`src/rtl/param_alu_if.sv`:
```
// Request/response bundle for param_alu: a valid/ready request channel
// carrying opcode and operands, and a valid/ready result channel.
interface param_alu_if #(
    parameter int WIDTH = 8
);
    localparam int SW = $clog2(WIDTH);

    logic             in_valid;
    logic             in_ready;
    logic [3:0]       opcode;
    logic [WIDTH-1:0] a;
    logic [WIDTH-1:0] b;
    logic [SW-1:0]    shamt;
    logic             out_valid;
    logic             out_ready;
    logic [WIDTH-1:0] result;
    logic [7:0]       flags;

    modport master (
        output in_valid, opcode, a, b, shamt, out_ready,
        input  in_ready, out_valid, result, flags
    );

    modport slave (
        input  in_valid, opcode, a, b, shamt, out_ready,
        output in_ready, out_valid, result, flags
    );
endinterface

```
`src/rtl/param_alu.sv`:
```
// Parameterised ALU: single-cycle add/sub/logic ops, bit-serial shifts and
// rotates, with a registered result and flag byte held until consumed.
module param_alu #(
    parameter int WIDTH = 8
) (
    input  logic         clk,
    input  logic         rst,
    param_alu_if.slave   bus
);
    localparam int SW = $clog2(WIDTH);

    typedef enum logic [1:0] {
        IDLE,
        SHIFT,
        DONE
    } state_t;

    state_t           state;
    state_t           next_state;

    logic [WIDTH-1:0] result_q;
    logic [7:0]       flags_q;
    logic [SW-1:0]    count;
    logic [WIDTH-1:0] work;
    logic [1:0]       shift_op;

    logic             accept;
    logic             start_shift;
    logic             last_step;
    logic             is_sub;
    logic [WIDTH-1:0] b_eff;
    logic [WIDTH:0]   sum;
    logic [WIDTH-1:0] alu_res;
    logic             alu_c;
    logic             alu_v;
    logic [WIDTH-1:0] step_w;
    logic             step_c;

    function automatic logic [7:0] make_flags(input logic [WIDTH-1:0] r,
                                              input logic c, input logic v);
        logic z;
        logic s;
        z = (r == '0);
        s = r[WIDTH-1];
        return {1'b0, 1'b1, s | z, c & ~z, z, s, v, c};
    endfunction

    assign accept      = bus.in_valid && (state == IDLE);
    assign start_shift = accept && bus.opcode[2] && (bus.shamt != '0);
    assign last_step   = (count == SW'(1));

    // Shift/rotate opcodes fall into the default arm: with shamt=0 they
    // complete at accept with result=b and carry=0, like any single-cycle op.
    always_comb begin
        // NOTE: every combinational output gets a default first so no path
        // through the case statements can infer a latch.
        is_sub  = (bus.opcode == 4'b1000);
        b_eff   = is_sub ? ~bus.b : bus.b;
        sum     = {1'b0, bus.a} + {1'b0, b_eff} + {{WIDTH{1'b0}}, is_sub};
        alu_res = bus.b;
        alu_c   = 1'b0;
        alu_v   = 1'b0;
        case (bus.opcode[2:0])
            3'b000: begin
                alu_res = sum[WIDTH-1:0];
                alu_c   = sum[WIDTH];
                alu_v   = (bus.a[WIDTH-1] == b_eff[WIDTH-1]) &&
                          (sum[WIDTH-1] != bus.a[WIDTH-1]);
            end
            3'b001:  alu_res = bus.a ^ bus.b;
            3'b010:  alu_res = bus.a & bus.b;
            3'b011:  alu_res = bus.opcode[3] ? ~(bus.a | bus.b) : (bus.a | bus.b);
            default: alu_res = bus.b;
        endcase
    end

    always_comb begin
        step_w = work;
        step_c = 1'b0;
        case (shift_op)
            2'b00:   {step_c, step_w} = {work, 1'b0};
            2'b01:   {step_w, step_c} = {1'b0, work};
            2'b10:   step_w = {work[WIDTH-2:0], work[WIDTH-1]};
            default: step_w = {work[0], work[WIDTH-1:1]};
        endcase
    end

    always_comb begin
        next_state = state;
        case (state)
            IDLE:    if (accept) next_state = start_shift ? SHIFT : DONE;
            SHIFT:   if (last_step) next_state = DONE;
            DONE:    if (bus.out_ready) next_state = IDLE;
            default: next_state = IDLE;
        endcase
    end

    always_ff @(posedge clk) begin
        // NOTE: clocked state uses non-blocking assignments so every register
        // samples pre-edge values regardless of statement order.
        if (rst) state <= IDLE;
        else     state <= next_state;
    end

    always_ff @(posedge clk) begin
        if (rst) begin
            result_q <= '0;
            flags_q  <= 8'h40;
            count    <= '0;
        end else if (accept) begin
            if (start_shift) begin
                count <= bus.shamt;
            end else begin
                result_q <= alu_res;
                flags_q  <= make_flags(alu_res, alu_c, alu_v);
            end
        end else if (state == SHIFT) begin
            count <= count - SW'(1);
            if (last_step) begin
                result_q <= step_w;
                flags_q  <= make_flags(step_w, step_c, 1'b0);
            end
        end
    end

    // NOTE: the working register and shift selector are always loaded at
    // accept before they are read, so they carry no reset.
    always_ff @(posedge clk) begin
        if (start_shift) begin
            work     <= bus.b;
            shift_op <= bus.opcode[1:0];
        end else if (state == SHIFT) begin
            work <= step_w;
        end
    end

    assign bus.in_ready  = (state == IDLE);
    assign bus.out_valid = (state == DONE);
    assign bus.result    = result_q;
    assign bus.flags     = flags_q;
endmodule

```
`src/flat_wrapper.sv`:
```
// flat-port wrapper written by rule: the top's interface ports become plain ports
module param_alu_flat 
#(
    parameter int WIDTH = 8
)
  (clk, rst, bus_in_valid, bus_opcode, bus_a, bus_b, bus_shamt, bus_out_ready, bus_in_ready, bus_out_valid, bus_result, bus_flags);
  param_alu_if #(.WIDTH(WIDTH)) bus_i ();
  input  logic clk;
  input  logic rst;
  input wire logic [$bits(bus_i.in_valid)-1:0] bus_in_valid;
  input wire logic [$bits(bus_i.opcode)-1:0] bus_opcode;
  input wire logic [$bits(bus_i.a)-1:0] bus_a;
  input wire logic [$bits(bus_i.b)-1:0] bus_b;
  input wire logic [$bits(bus_i.shamt)-1:0] bus_shamt;
  input wire logic [$bits(bus_i.out_ready)-1:0] bus_out_ready;
  output wire logic [$bits(bus_i.in_ready)-1:0] bus_in_ready;
  output wire logic [$bits(bus_i.out_valid)-1:0] bus_out_valid;
  output wire logic [$bits(bus_i.result)-1:0] bus_result;
  output wire logic [$bits(bus_i.flags)-1:0] bus_flags;
  assign bus_i.in_valid = bus_in_valid;
  assign bus_i.opcode = bus_opcode;
  assign bus_i.a = bus_a;
  assign bus_i.b = bus_b;
  assign bus_i.shamt = bus_shamt;
  assign bus_i.out_ready = bus_out_ready;
  assign bus_in_ready = bus_i.in_ready;
  assign bus_out_valid = bus_i.out_valid;
  assign bus_result = bus_i.result;
  assign bus_flags = bus_i.flags;
  param_alu #(.WIDTH(WIDTH)) u_core (.clk(clk), .rst(rst), .bus(bus_i));
endmodule
```
`config.mk`:
```
export PLATFORM = sky130hd
export DESIGN_NAME = param_alu_flat
export DESIGN_NICKNAME = d
export VERILOG_FILES = /design/src/rtl/param_alu_if.sv /design/src/rtl/param_alu.sv /design/src/flat_wrapper.sv
export SDC_FILE = /design/constraint.sdc
export NUM_CORES = 1
export LEC_CHECK = 0
export CAP_MARGIN = 20
export CORE_MARGIN = 5
export CORE_UTILIZATION = 42
export CTS_CLUSTER_SIZE = 16
export DETAILED_ROUTE_END_ITERATION = 8
export DONT_BUFFER_PORTS = 1
export GPL_ROUTABILITY_DRIVEN = 0
export PLACE_DENSITY = 0.64
export SLEW_MARGIN = 40
export SYNTH_ARGS = -nofsm -noshare
export SYNTH_HDL_FRONTEND = slang
export SYNTH_SLANG_ARGS = --single-unit
export TNS_END_PERCENT = 5
```
`constraint.sdc`:
```
create_clock -name clk -period 9.5 [get_ports clk]
set_input_delay 1.9 -clock clk [delete_from_list [all_inputs] [get_ports clk]]
set_output_delay 1.9 -clock clk [all_outputs]
set_load 0.02 [all_outputs]
```
==> results_dict.tcl <==
set metrics [dict create \
    status "complete, no violations" \
    io_pins 45 \
    p_total_w 0.000325 \
    clockBufferDepth 2 \
    dr.pass1.iters 4 \
    multi_input_area_um2 1780 \
    finalHoldViolations 0 \
    synth-seq-cells 28 \
    portBuffers 0 \
    cts_tree "built" \
    regArea_um2 661 \
    worstMarginPinSlew_ns 0.727 \
    dieArea_um2 7930 \
    synth_edf_count 10 \
    fmax_ghz 0.215 \
    nNetsFinal 366 \
    maxSlewViolCount 0 \
    critPathRequiredTime_ns 9.68 \
    drc 0 \
    wl_per_cell_um 17.1 \
    start_kind "input pin" \
    cts_num_sinks 28 \
    irDropWorstVdd_mv 0.0504 \
    cts-root-buf "clkbuf_8" \
    drtAntennaViolNets 0 \
    grt_pass1_vias 2128 \
    via_count 2262 \
    final.period_utilization_pct 49.0 \
    yosysSeqAreaShare_pct 25.2 \
    dpl.hpwl_um 5230 \
    cts_buffers 3 \
    die_w_um 89.1 \
    skew_ns 0.00861 \
    clkTransAtPathRegs_ns 0.10 \
    placed_area_um2 2630 \
    detail_route.vias_per_cell 5.86 \
    setup_viol 0 \
    hold_buffers 0 \
    fin_hold_ws_ns 0.512 \
    timing.max_cap.violations 0 \
    synth_compound_area_share_pct 23.6 \
    grt_max_degree 22 \
    antenna_cells 0 \
    fillerInstances 604 \
    finalSetupTns_ns 0 \
    track_usage_pct 17.1 \
    syn_inst 326 \
    final_cell_mix "nor2_1 (36), a21oi_1 (32), ha_1 (26)" \
    areaGrowthSynthToFinish_pct 2.34 \
    htreeDepth 1 \
    final_core_util_pct 44.8 \
    yosysUniqueCellTypes 62 \
    synth-xor-area-share_pct 6.34 \
    fin_crit_ns 4.66 \
    synth_simple_gate_area_share_pct 19.4 \
    start_util_pct 43.8 \
    synth_ff_type "dfxtp_1" \
    design_area_um2 2690 \
    path_max_fanout 15 \
    synth_area_um2 2630 \
    p_leak_nw 1.08 \
    synth.area.mux_share_pct 4.67 \
    synth_top_family_by_area "compound AO/OA/AOI/OAI gates" \
    crit_type "input pin to flip-flop" \
    async_flop_share_pct 0 \
    core_area_um2 5990 \
    grt_first_pass_wirelength_um 10600 \
    p_per_area_nw_per_um2 121 \
    cts_resized 0 \
    final_common_cell "nor2_1" \
    insertion_delay_ns 0.28 \
    syn-num-nets 380 \
    routed_wl_um 6610 \
    die_h_um 89.1 \
    ys_warn_count 0 \
    rows 28 \
    crit_path_end_kind "flip-flop" \
    max_slew_margin_pct 51.5 \
    drive_gt1_share_pct 6.11 \
    antenna_found_initial 0 \
    worst_hold_path_type "flip-flop to flip-flop" \
    cts_setup_buffers 0 \
    synth.avg_cell_area_um2 8.05 \
    arrival_ns 4.84 \
    drt_iter0_drc 173 \
    rsz0062_at_grt "false" \
    synthAdderAreaFrac_pct 13.2 \
    grt_overflow 0 \
]
==> metal layers <==
layer / wire [um] / GRT usage (%) / up-vias
met1: 2990 / 22.8 / 1065
met2: 3100 / 28.9 / 61
met4: 72 / 4.33 / 0
li1: - / - / 1129
met3: 458 / 2.76 / 7
met5: 0 / 0 / -
==> logic make-up after synthesis <==
logic type,after synthesis
muxes,12
other,2
xor gates and xnor gates,19
AOI/OAI and AO/OA,93
buffers and inverters,44
adders and majority gates,27
and+or+nand+nor,101
DFF,28
==> cell usage after synthesis (2+ instances only) <==
master,number,area (um2)
a211oi_2,2,25.0
o31ai_1,3,22.5
inv_1,24,90.1
buf_2,6,30.0
mux2_2,2,22.5
nand3_1,3,15.0
xor2_1,5,43.8
a22o_1,2,17.5
dfxtp_1,18,360
o2bb2ai_1,2,17.5
a22oi_1,3,22.5
and2_1,2,12.5
nand2_1,22,82.6
nand2b_1,6,37.5
a21oi_1,33,165
mux2i_1,10,100
conb_1,2,7.51
nor3_1,9,45.0
a221oi_1,3,26.3
edfxtp_1,10,300
nor2_1,36,135
a31oi_1,4,25.0
or3_1,4,25.0
o21a_1,3,22.5
buf_4,3,22.5
o31a_1,2,17.5
or2_2,2,12.5
o211ai_1,3,22.5
xnor2_1,14,123
nor2b_1,7,43.8
ha_1,26,325
o21ai_0,13,65.1
a211oi_1,6,45.0
clkbuf_1,8,30.0
==> critical path, stage by stage <==
cell,delay [ns]
nor3_2,0.40
nand2_1,0.38
xnor2_1,0.30
ha_1,0.30
a31o_1,0.26
a211oi_2,0.28
a21oi_1,0.13
or3_1,0.32
a31o_2,0.27
a32oi_1,0.18
o21ai_0,0.09
==> sequential cells by signal, indices dropped and copies added, names as in the netlist <==
| register | count |
|---|---|
| u_core.bus.result | 7 |
| u_core.shift_op | 2 |
| u_core.count | 3 |
| u_core.state | 2 |
| u_core.bus.flags | 6 |
| u_core.work | 8 |
==> where the power goes <==
part           switching (W)  internal, W
Sequential         0.0000133     0.000135
Clock              0.0000395    0.0000372
Combinational      0.0000569    0.0000431
==> per-stage QoR <==
stage	setup slack [ns]	cells
after detailed placement	4.56	382
final	4.84	386
after global routing	4.56	386
after floorplan	4.78	326
after CTS	4.85	386
after global placement	4.65	382
==> path summary, 6_finish.rpt <==
kind                                      start                   to  slack (ns)  depth (start not counted)
worst max-delay path              bus_opcode[1]  u_core.bus.flags[4]        4.84                         11
worst min-delay path            u_core.count[1]      u_core.count[1]        0.51                          2
worst max register to register  u_core.state[0]  u_core.bus.flags[3]        7.12                          7
worst min register to register  u_core.count[1]      u_core.count[1]        0.51                          2
==> cell type report <==
class | instances | share of cell area [%]
flip-flops and latches | 28 | 24.6
well taps | 75 | 3.49
inverters | 25 | 3.49
clock buffers | 4 | 2.05
multi-input cells | 254 | 66.4
(Power assumes the default switching activity.)
